File: config.mk
export PLATFORM = sky130hd
export DESIGN_NAME = fifo_rd_adapter
export DESIGN_NICKNAME = d
export VERILOG_FILES = /design/src/rtl/fifo_pkg.sv /design/src/rtl/fifo_rd_skid.sv /design/src/rtl/fifo_rd_adapter.sv
export SDC_FILE = /design/constraint.sdc
export NUM_CORES = 1
export LEC_CHECK = 0
export CORE_MARGIN = 3
export CORE_UTILIZATION = 47
export DETAILED_ROUTE_END_ITERATION = 12
export PLACE_DENSITY = 0.75
export SETUP_SLACK_MARGIN = 0.4
export SLEW_MARGIN = 10
export SYNTH_ARGS = -nofsm -noshare
export SYNTH_HDL_FRONTEND = slang
export SYNTH_SLANG_ARGS = --single-unit
File: constraint.sdc
create_clock -name i_clk -period 2.3 [get_ports i_clk]
set_input_delay 0.46 -clock i_clk [delete_from_list [all_inputs] [get_ports i_clk]]
set_output_delay 0.46 -clock i_clk [all_outputs]
set_load 0.1 [all_outputs]
File: src/rtl/fifo_pkg.sv
// rtl/fifo_pkg.sv - shared constants and types for the fifo and its read adapter
package fifo_pkg;

    localparam int FIFO_DATA_WIDTH = 4;

    // Output-buffer occupancy, legal values 0..2.
    typedef logic [1:0] occ_t;

    localparam occ_t OCC_MAX = 2'd2;

    // Occupancy after one edge; one bit wider so an overflow stays visible.
    function automatic logic [2:0] occ_sum(input occ_t occ, input logic add, input logic sub);
        return {1'b0, occ} + {2'b00, add} - {2'b00, sub};
    endfunction

endpackage

File: src/rtl/fifo_rd_skid.sv
// rtl/fifo_rd_skid.sv - 2-entry output buffer that absorbs the fifo read latency
module fifo_rd_skid
    import fifo_pkg::*;
#(
    parameter int DATA_WIDTH = FIFO_DATA_WIDTH
) (
    input  logic                  i_clk,
    input  logic                  i_rst,
    input  logic                  i_push,
    input  logic                  i_pop,
    input  logic [DATA_WIDTH-1:0] i_din,
    output logic [DATA_WIDTH-1:0] o_dout,
    output occ_t                  o_occ
);

    logic [DATA_WIDTH-1:0] r_mem [2];
    logic                  r_wr_ptr;
    logic                  r_rd_ptr;
    occ_t                  r_occ;

    logic                  w_pop;
    logic [2:0]            w_occ_sum;

    // A pop on an empty buffer cannot move the head.
    assign w_pop     = i_pop && (r_occ != 2'd0);
    assign w_occ_sum = occ_sum(r_occ, i_push, w_pop);

    always_ff @(posedge i_clk or posedge i_rst) begin
        if (i_rst) begin
            for (int i = 0; i < 2; i++) begin
                r_mem[i] <= '0;
            end
            r_wr_ptr <= 1'b0;
            r_rd_ptr <= 1'b0;
            r_occ    <= 2'd0;
        end else begin
            if (i_push) begin
                r_mem[r_wr_ptr] <= i_din;
                r_wr_ptr        <= ~r_wr_ptr;
            end
            if (w_pop) begin
                r_rd_ptr <= ~r_rd_ptr;
            end
            r_occ <= w_occ_sum[1:0];
            assert (w_occ_sum <= 3'(OCC_MAX));
        end
    end

    assign o_dout = (r_occ != 2'd0) ? r_mem[r_rd_ptr] : '0;
    assign o_occ  = r_occ;

endmodule

File: src/rtl/fifo_rd_adapter.sv
// rtl/fifo_rd_adapter.sv - drains a fifo into a valid/ready stream at one word per cycle
// Optional transfer counter enabled by FIFO_RD_ADAPTER_STATS_EN.
module fifo_rd_adapter
    import fifo_pkg::*;
#(
    parameter int DATA_WIDTH = FIFO_DATA_WIDTH
`ifdef FIFO_RD_ADAPTER_STATS_EN
    ,
    parameter int CNT_WIDTH  = 16
`endif
) (
    input  logic                  i_clk,
    input  logic                  i_rst,
    input  logic                  i_fifo_empty,
    input  logic [DATA_WIDTH-1:0] i_fifo_data,
    output logic                  o_fifo_rd,
    output logic                  o_out_valid,
    input  logic                  i_out_ready,
    output logic [DATA_WIDTH-1:0] o_out_data
`ifdef FIFO_RD_ADAPTER_STATS_EN
    ,
    output logic [CNT_WIDTH-1:0]  o_xfer_count
`endif
);

    logic       r_inflight;
    occ_t       w_occ;
    logic       w_pop;
    logic [2:0] w_level;

    assign o_out_valid = (w_occ != 2'd0);
    assign w_pop       = o_out_valid && i_out_ready;

    // Count the in-flight word as already buffered so the buffer can never overrun.
    assign w_level     = occ_sum(w_occ, r_inflight, w_pop);
    assign o_fifo_rd   = !i_fifo_empty && (w_level < 3'(OCC_MAX));

    always_ff @(posedge i_clk or posedge i_rst) begin
        if (i_rst) begin
            r_inflight <= 1'b0;
        end else begin
            r_inflight <= o_fifo_rd;
        end
    end

    fifo_rd_skid #(
        .DATA_WIDTH (DATA_WIDTH)
    ) u_skid (
        .i_clk  (i_clk),
        .i_rst  (i_rst),
        .i_push (r_inflight),
        .i_pop  (w_pop),
        .i_din  (i_fifo_data),
        .o_dout (o_out_data),
        .o_occ  (w_occ)
    );

`ifdef FIFO_RD_ADAPTER_STATS_EN
    logic [CNT_WIDTH-1:0] r_xfer_count;

    always_ff @(posedge i_clk or posedge i_rst) begin
        if (i_rst) begin
            r_xfer_count <= '0;
        end else if (w_pop) begin
            r_xfer_count <= r_xfer_count + 1'b1;
        end
    end

    assign o_xfer_count = r_xfer_count;
`endif

endmodule

# After elaboration in Yosys (flattened, before gate mapping)
# Cells that the tools add are included.
[totals] reg_bits=13 in_bits=8 out_inout_bits=6
[op_classes] n_lt_le_gt_ge=4 n_mux=7 bitwise=4 n_addsub=3 n_reduce_logical=6
[op_table] cell="$mux W4" n=5
[op_table] cell="$bwmux W8" n=1
[op_table] cell="$demux W4 S1" n=1
[op_table] cell="$ge A2 B2 Y1 const B" n=2
[op_table] cell="$logic_and A1 B1 Y1" n=4
[op_table] cell="$not A1 Y2" n=2
[op_table] cell="$add A2 B1 Y3" n=1
[op_table] cell="$lt A3 B2 Y1 const B" n=1
[op_table] cell="$sub A3 B1 Y3" n=1
[op_table] cell="$lt A2 B1 Y1 const B" n=1
[op_table] cell="$not A1 Y1" n=2
[op_table] cell="$reduce_bool A2 Y1" n=1
[op_table] cell="$sub A2 B1 Y2" n=1
[op_table] cell="$logic_not A1 Y1" n=1

# Longest topological paths before layout
# Gate-level depths: netlist (run 1).
[depth] ltp_word=6 mapped_depth=6

# Hierarchy
# From an unflattened synthesis (run 1), not the netlist that was laid out.
[unflattened] cells_unflattened=53 hier_area_um2=674.4
[by_module_without_submodules] module="fifo_rd_skid" cells_each=43 seq_area_each_um2=300.3 n_inst=1 area_each_um2=569.3
[by_module_without_submodules] module="fifo_rd_adapter" cells_each=10 seq_area_each_um2=25.0 n_inst=1 area_each_um2=105.1

# Worst setup path after synthesis (run 1)
# No wires, ideal clock.
[synth_path] path_kind="flip-flop to output port" startpoint="reg r_inflight" endpoint="out o_fifo_rd" t_required_ps=1840 arrival_time_ps=3510 path_stages_with_launch=7 path_slack_ps=-1670 path_buffers=0 cell_sequence="dfrtp_1 > ha_1 > ha_1 > inv_1 > ha_1 > xor2_1 > nor3b_1"
[synth_between] elab_chain_len=4
[synth_rtl] item="from (decl)" line_no="fifo_rd_adapter.sv:26" source="logic r_inflight;"
[synth_rtl] item="from (signal assigned)" line_no="fifo_rd_adapter.sv:42" source="r_inflight <= o_fifo_rd;"
[synth_rtl] item="$add A2 B1 Y3"
[synth_rtl] item="$sub A3 B1 Y3" line_no="fifo_pkg.sv:13" source="return {1'b0, occ} + {2'b00, add} - {2'b00, sub};"
[synth_rtl] item="$lt A3 B2 Y1" line_no="fifo_rd_adapter.sv:36" source="assign o_fifo_rd = !i_fifo_empty && (w_level < 3'(OCC_MAX));"
[synth_rtl] item="$logic_and A1 B1 Y1" line_no="fifo_rd_adapter.sv:36"
[synth_rtl] item="to (decl)" line_no="fifo_rd_adapter.sv:16" source="output logic o_fifo_rd,"
# Every way passes these cells.

# Worst setup path after layout (run 1)
# Ends and elaborated chain as after synthesis.

==> results of run 1 <==
-- final timing paths --
| kind | startpoint | end | cells past startpoint |
|---|---|---|---|
| worst max-delay path | r_inflight | o_fifo_rd | 7 |
| worst min-delay path | i_rst | u_skid.r_rd_ptr | 2 |
| worst max register to register | r_inflight | r_inflight | 7 |
| worst min register to register | u_skid.r_mem[4] | u_skid.r_mem[4] | 1 |
| max in group asynchronous | i_rst | r_inflight | 2 |
| min in group i_clk | u_skid.r_mem[4] | u_skid.r_mem[4] | 1 |
-- metrics by stage --
stage          worst slack, ns  area [um^2]  setup TNS [ns]  std cells  hold slack, ns
2_1_floorplan           -0.226          694          -0.226         50           0.337
3_3_place_gp           0.00342          850               0         78           0.491
3_5_place_dp           -0.0377          850         -0.0377         78           0.497
4_1_cts                 -0.116          920          -0.116         86           0.496
5_1_grt                 -0.181          920          -0.181         86           0.533
6_report               -0.0938          920         -0.0938         86           0.491
-- per-layer routing --
metal | vias to the layer above | global-route usage | routed length [um]
met2 | 11 | 0.234 | 550
met1 | 206 | 0.214 | 541
met4 | 0 | 0.112 | 32
met5 | - | 0 | 0
met3 | 5 | 0.0636 | 83
li1 | 209 | - | -
-- layout make-up --
| class | count | area [um^2] | share of cell area |
|---|---|---|---|
| multi-input cells | 30 | 354 | 0.385 |
| flip-flops and latches | 13 | 327 | 0.355 |
| repair buffers | 19 | 173 | 0.188 |
| clock buffers | 4 | 26.3 | 0.0286 |
| inverters | 6 | 22.5 | 0.0245 |
| well taps | 14 | 17.5 | 0.0190 |
-- timing repair --
action                                  CTS  global route
gates resized for setup                   3             1
endpoints found under the setup margin    6             6
pin swaps                                 3             0
setup buffers                             4             0
hold buffers                              0             0
-- logic make-up (layout without fill, tap and decap cells) --
group                      Yosys count  count (layout)  synth area share
AOI/OAI and AO/OA                    1               1           0.00784
and+or+nand+nor                      9               9            0.0784
xor gates and xnor gates             4               4            0.0549
muxes                               12              12             0.227
DFF                                 13              13             0.510
buffers and inverters                7              29            0.0431
adders and majority gates            4               4            0.0784
-- sequential cells by signal, summed over array words and instances, names as in the netlist --
signal / flops
u_skid.o_occ: 2
r_inflight: 1
u_skid.r_wr_ptr: 1
u_skid.r_mem: 8
u_skid.r_rd_ptr: 1
-- worst reg2reg max path, cell delays in order, from the launching register on --
cell     delay (ns)
dfrtp_2        0.44
ha_4           0.17
ha_4           0.26
inv_2          0.04
ha_4           0.15
xor2_2         0.15
nor3b_4        0.23
buf_4          0.14
-- cell usage after synthesis --
master / n / area, um^2
dfrtp_1: 13 / 325
mux2_2: 4 / 45.0
nor3b_1: 1 / 7.51
mux2i_1: 4 / 40.0
o21ai_0: 1 / 5.00
nor2b_4: 1 / 13.8
inv_1: 6 / 22.5
nor2_1: 6 / 22.5
ha_1: 4 / 50.1
nand2_2: 1 / 6.26
mux2_4: 4 / 60.1
xor2_1: 3 / 26.3
xnor2_1: 1 / 8.76
buf_2: 1 / 5.00
==> results.toml, run 1 <==
[routing]
first_pass_iters = 4
vias = 431
drt-total-wl_um = 1210
drt-initial-drc-count = 3
drcViolationCount = 0
ant_nets = 0
wire_per_inst_um = 14.0
vias_per_cell = 5.01

[global_routing]
grt_overflow = 0
antenna_found_initial = 0
grt_pass1_wl_um = 2190
first_global_vias = 479
track_usage = 0.168
grt_max_degree = 14

[critical_path]
path_max_fanout = 2
rrSetupSlack_ns = 0.66
slowest_delay_ns = 0.44
path_common_cell = "ha_4"
cp_slowest_cell = "dfrtp_2"
start_kind = "register"
crit_chain = "ha_4, ha_4, inv_2, ha_4, xor2_2, nor3b_4, buf_12"
critPathKind = "register to output port"
critPathCaptureType = "output port"
cp.required_ns = 1.84
cp.arrival_ns = 1.93
path_delay_family = "adder cells"
crit_buf_inv = 2

[layout]
antenna_cells = 0
nFillCells = 73
final_common_cell = "dfrtp_1"
fin_nets = 85
syn2layout_area_growth_pct = 44.1
utilization = 0.775
final_cell_mix = "dfrtp_1, buf_4, clkdlybuf4s50_1, inv_1, nor2_2"
drive_gt1_frac = 0.514

[clock_network]
cts-buffers-inserted = 3
cts-root-buf = "clkbuf_4"
path_clk_slew_ns = 0.08
htree_levels = 1
clock-sinks = 13
cts_max_path_buffers = 2
clock_latency_ns = 0.28
cts_tree = "built"

[timing]
period_minus_slack_ns = 2.39
relSlewSlack = 0.679
max_freq_mhz = 418
final_max_slew_viol_count = 0
period_share = 1.04
rsz0062_at_grt = "yes"
final_hold_viol_count = 0
finalSetupViolCount = 1
worst_pin_slew_ns = 0.481
fin_skew_ns = 0.00271
fin_ws_ns = -0.0938

[synthesis]
synth_nets = 62
syn_avg_cell_area_um2 = 12.8
synth-seq-cells = 13
yosys_warnings = 0
synth.distinct_cells = 14
syn_area_um2 = 638
synthCells = 50
ys_seq_area_frac = 0.510

[die]
die_height_um = 42.8
rows = 12
coreArea_um2 = 1190
chipWidth_um = 42.8
start_util = 0.538
ios = 14
fp.dieArea_um2 = 1840

[placement]
gp_congestion = 0.787
dp_hpwl_um = 893
port_buffers = 13

[run_status]
failed_checks = "negative setup slack"
status = "complete, but fails checks"

[worst_hold_path]
hold_path.class = "primary input to async pin"

[flow_run]
maxCapViolCount = 0
Power of run 1 is left out: the tool's default activity adds up to more than one toggle a clock period on the data nets, which glitch-free logic cannot reach.
==> run 2, diff against run 1 <==
Settings changed: CORE_AREA set to 3 3 40 42, CORE_MARGIN 3 to unset, CORE_UTILIZATION 47 to unset, CTS_BUF_LIST set to sky130_fd_sc_hd__clkbuf_4, CTS_CLUSTER_SIZE set to 40, DIE_AREA set to 0 0 43 45, PLACE_DENSITY 0.75 to 0.76, SLEW_MARGIN 10 to 20.
==> results.toml, run 2 (synthesis gave the netlist of run 1 again) <==
[run_status]
status = "complete, but fails checks"
failed_checks = "negative setup slack"

[timing]
period_share = 1.03
final_hold_viol_count = 0
relSlewSlack = 0.681
rsz0062_at_grt = "yes"
finalSetupViolCount = 1
fin_skew_ns = 0.00157
period_minus_slack_ns = 2.37
worst_pin_slew_ns = 0.478
fin_ws_ns = -0.0715
max_freq_mhz = 422
final_max_slew_viol_count = 0

[layout]
nFillCells = 103
final_common_cell = "dfrtp_1"
syn2layout_area_growth_pct = 42.0
final_cell_mix = "dfrtp_1, buf_4, clkdlybuf4s50_1, inv_1, nor2_2"
drive_gt1_frac = 0.507
antenna_cells = 0
largest_register_ffs = 8
regMostFlops = "u_skid.r_mem"
fin_nets = 84

[worst_hold_path]
hold_path.class = "primary input to async pin"

[die]
fp.dieArea_um2 = 1940
chipWidth_um = 43
ios = 14
start_util = 0.497
rows = 13
die_height_um = 45
coreArea_um2 = 1280

[routing]
drt-total-wl_um = 1020
first_pass_iters = 2
drcViolationCount = 0
vias_per_cell = 4.85
wire_per_inst_um = 11.9
ant_nets = 0
vias = 417
drt-initial-drc-count = 1

[clock_network]
cts_tree = "built"
cts-root-buf = "clkbuf_4"
htree_levels = 1
cts-buffers-inserted = 3
clock_latency_ns = 0.27
cts_max_path_buffers = 2
path_clk_slew_ns = 0.07
clock-sinks = 13

[placement]
gp_congestion = 0.685
pre_cts_ws_ns = -0.0373
port_buffers = 13
dp_hpwl_um = 822

[global_routing]
antenna_found_initial = 0
grt_overflow = 0
first_global_vias = 430
grt_max_degree = 14
grt_pass1_wl_um = 1770
track_usage = 0.130

[critical_path]
path_common_cell = "ha_4"
cp.arrival_ns = 1.91
cp-startpoint = "r_inflight"
critPathCaptureType = "output port"
crit_chain = "ha_2, ha_4, inv_2, ha_4, xor2_2, nor3b_4, buf_12"
start_kind = "register"
slowest_delay_ns = 0.40
cp.required_ns = 1.84
cp_slowest_cell = "dfrtp_1"
r2r-start = "r_inflight"
r2r_cells = 8
path_max_fanout = 2
critPathKind = "register to output port"

[flow_run]
maxCapViolCount = 0
run 2: changes by cell type in the layout (fill, tap and decap cells not counted), sizes merged:
cell,change
buf,-1
run 2: repair_timing:
| item | in CTS | in global routing |
|---|---|---|
| resized for setup | 1 | 0 |
| endpoints found under the setup margin | 6 | 6 |
| pin swaps | 1 | 0 |
| hold buffers | 0 | 0 |
| setup buffers | 3 | 0 |
run 2: layout make-up:
class                           instances  area [um^2]  share of cell area
Sequential cell                        13          325               0.359
Tap cell                               15         18.8              0.0207
Multi-Input combinational cell         30          344               0.380
Timing Repair Buffer                   18          165               0.182
Clock buffer                            4         30.0              0.0331
Inverter                                6         22.5              0.0249
run 2: final timing paths:
| kind | to | slack (ns) |
|---|---|---|
| max in group asynchronous | u_skid.r_mem[4] | 1.47 |
| setup / recovery | o_fifo_rd | -0.07 |
| hold reg to reg | u_skid.r_mem[2] | 0.51 |
| setup reg to reg | r_inflight | 0.59 |
| hold / removal | u_skid.r_rd_ptr | 0.50 |
| min in group i_clk | u_skid.r_mem[2] | 0.51 |
run 2: through the flow:
| stage | TNS [ns] | std cells | util | hold slack, ns | area, um^2 |
|---|---|---|---|---|---|
| 2_1_floorplan | -0.226 | 50 | - | 0.337 | 694 |
| 3_3_place_gp | 0 | 79 | 0.662 | 0.494 | 851 |
| 3_5_place_dp | -0.0373 | 79 | 0.662 | 0.499 | 851 |
| 4_1_cts | -0.0943 | 86 | 0.705 | 0.501 | 906 |
| 5_1_grt | -0.170 | 86 | 0.705 | 0.531 | 906 |
| 6_report | -0.0715 | 86 | 0.705 | 0.503 | 906 |
run 2: worst max-delay path: cells and delay by family (launching register included):
family / cells / cell delay (ns)
and+or+nand+nor: 1 / 0.23
DFF: 1 / 0.40
adders and majority gates: 3 / 0.61
xor gates and xnor gates: 1 / 0.15
buffers and inverters: 2 / 0.25
run 2: metal layers:
| metal | track usage | share of wire | vias to the layer above |
|---|---|---|---|
| met4 | 0.0542 | 0 | 0 |
| met1 | 0.155 | 0.45 | 199 |
| met5 | 0 | 0 | - |
| met3 | 0.0598 | 0.053 | 0 |
| met2 | 0.204 | 0.50 | 10 |
| li1 | - | - | 208 |
Power of run 2 is left out for the same reason.
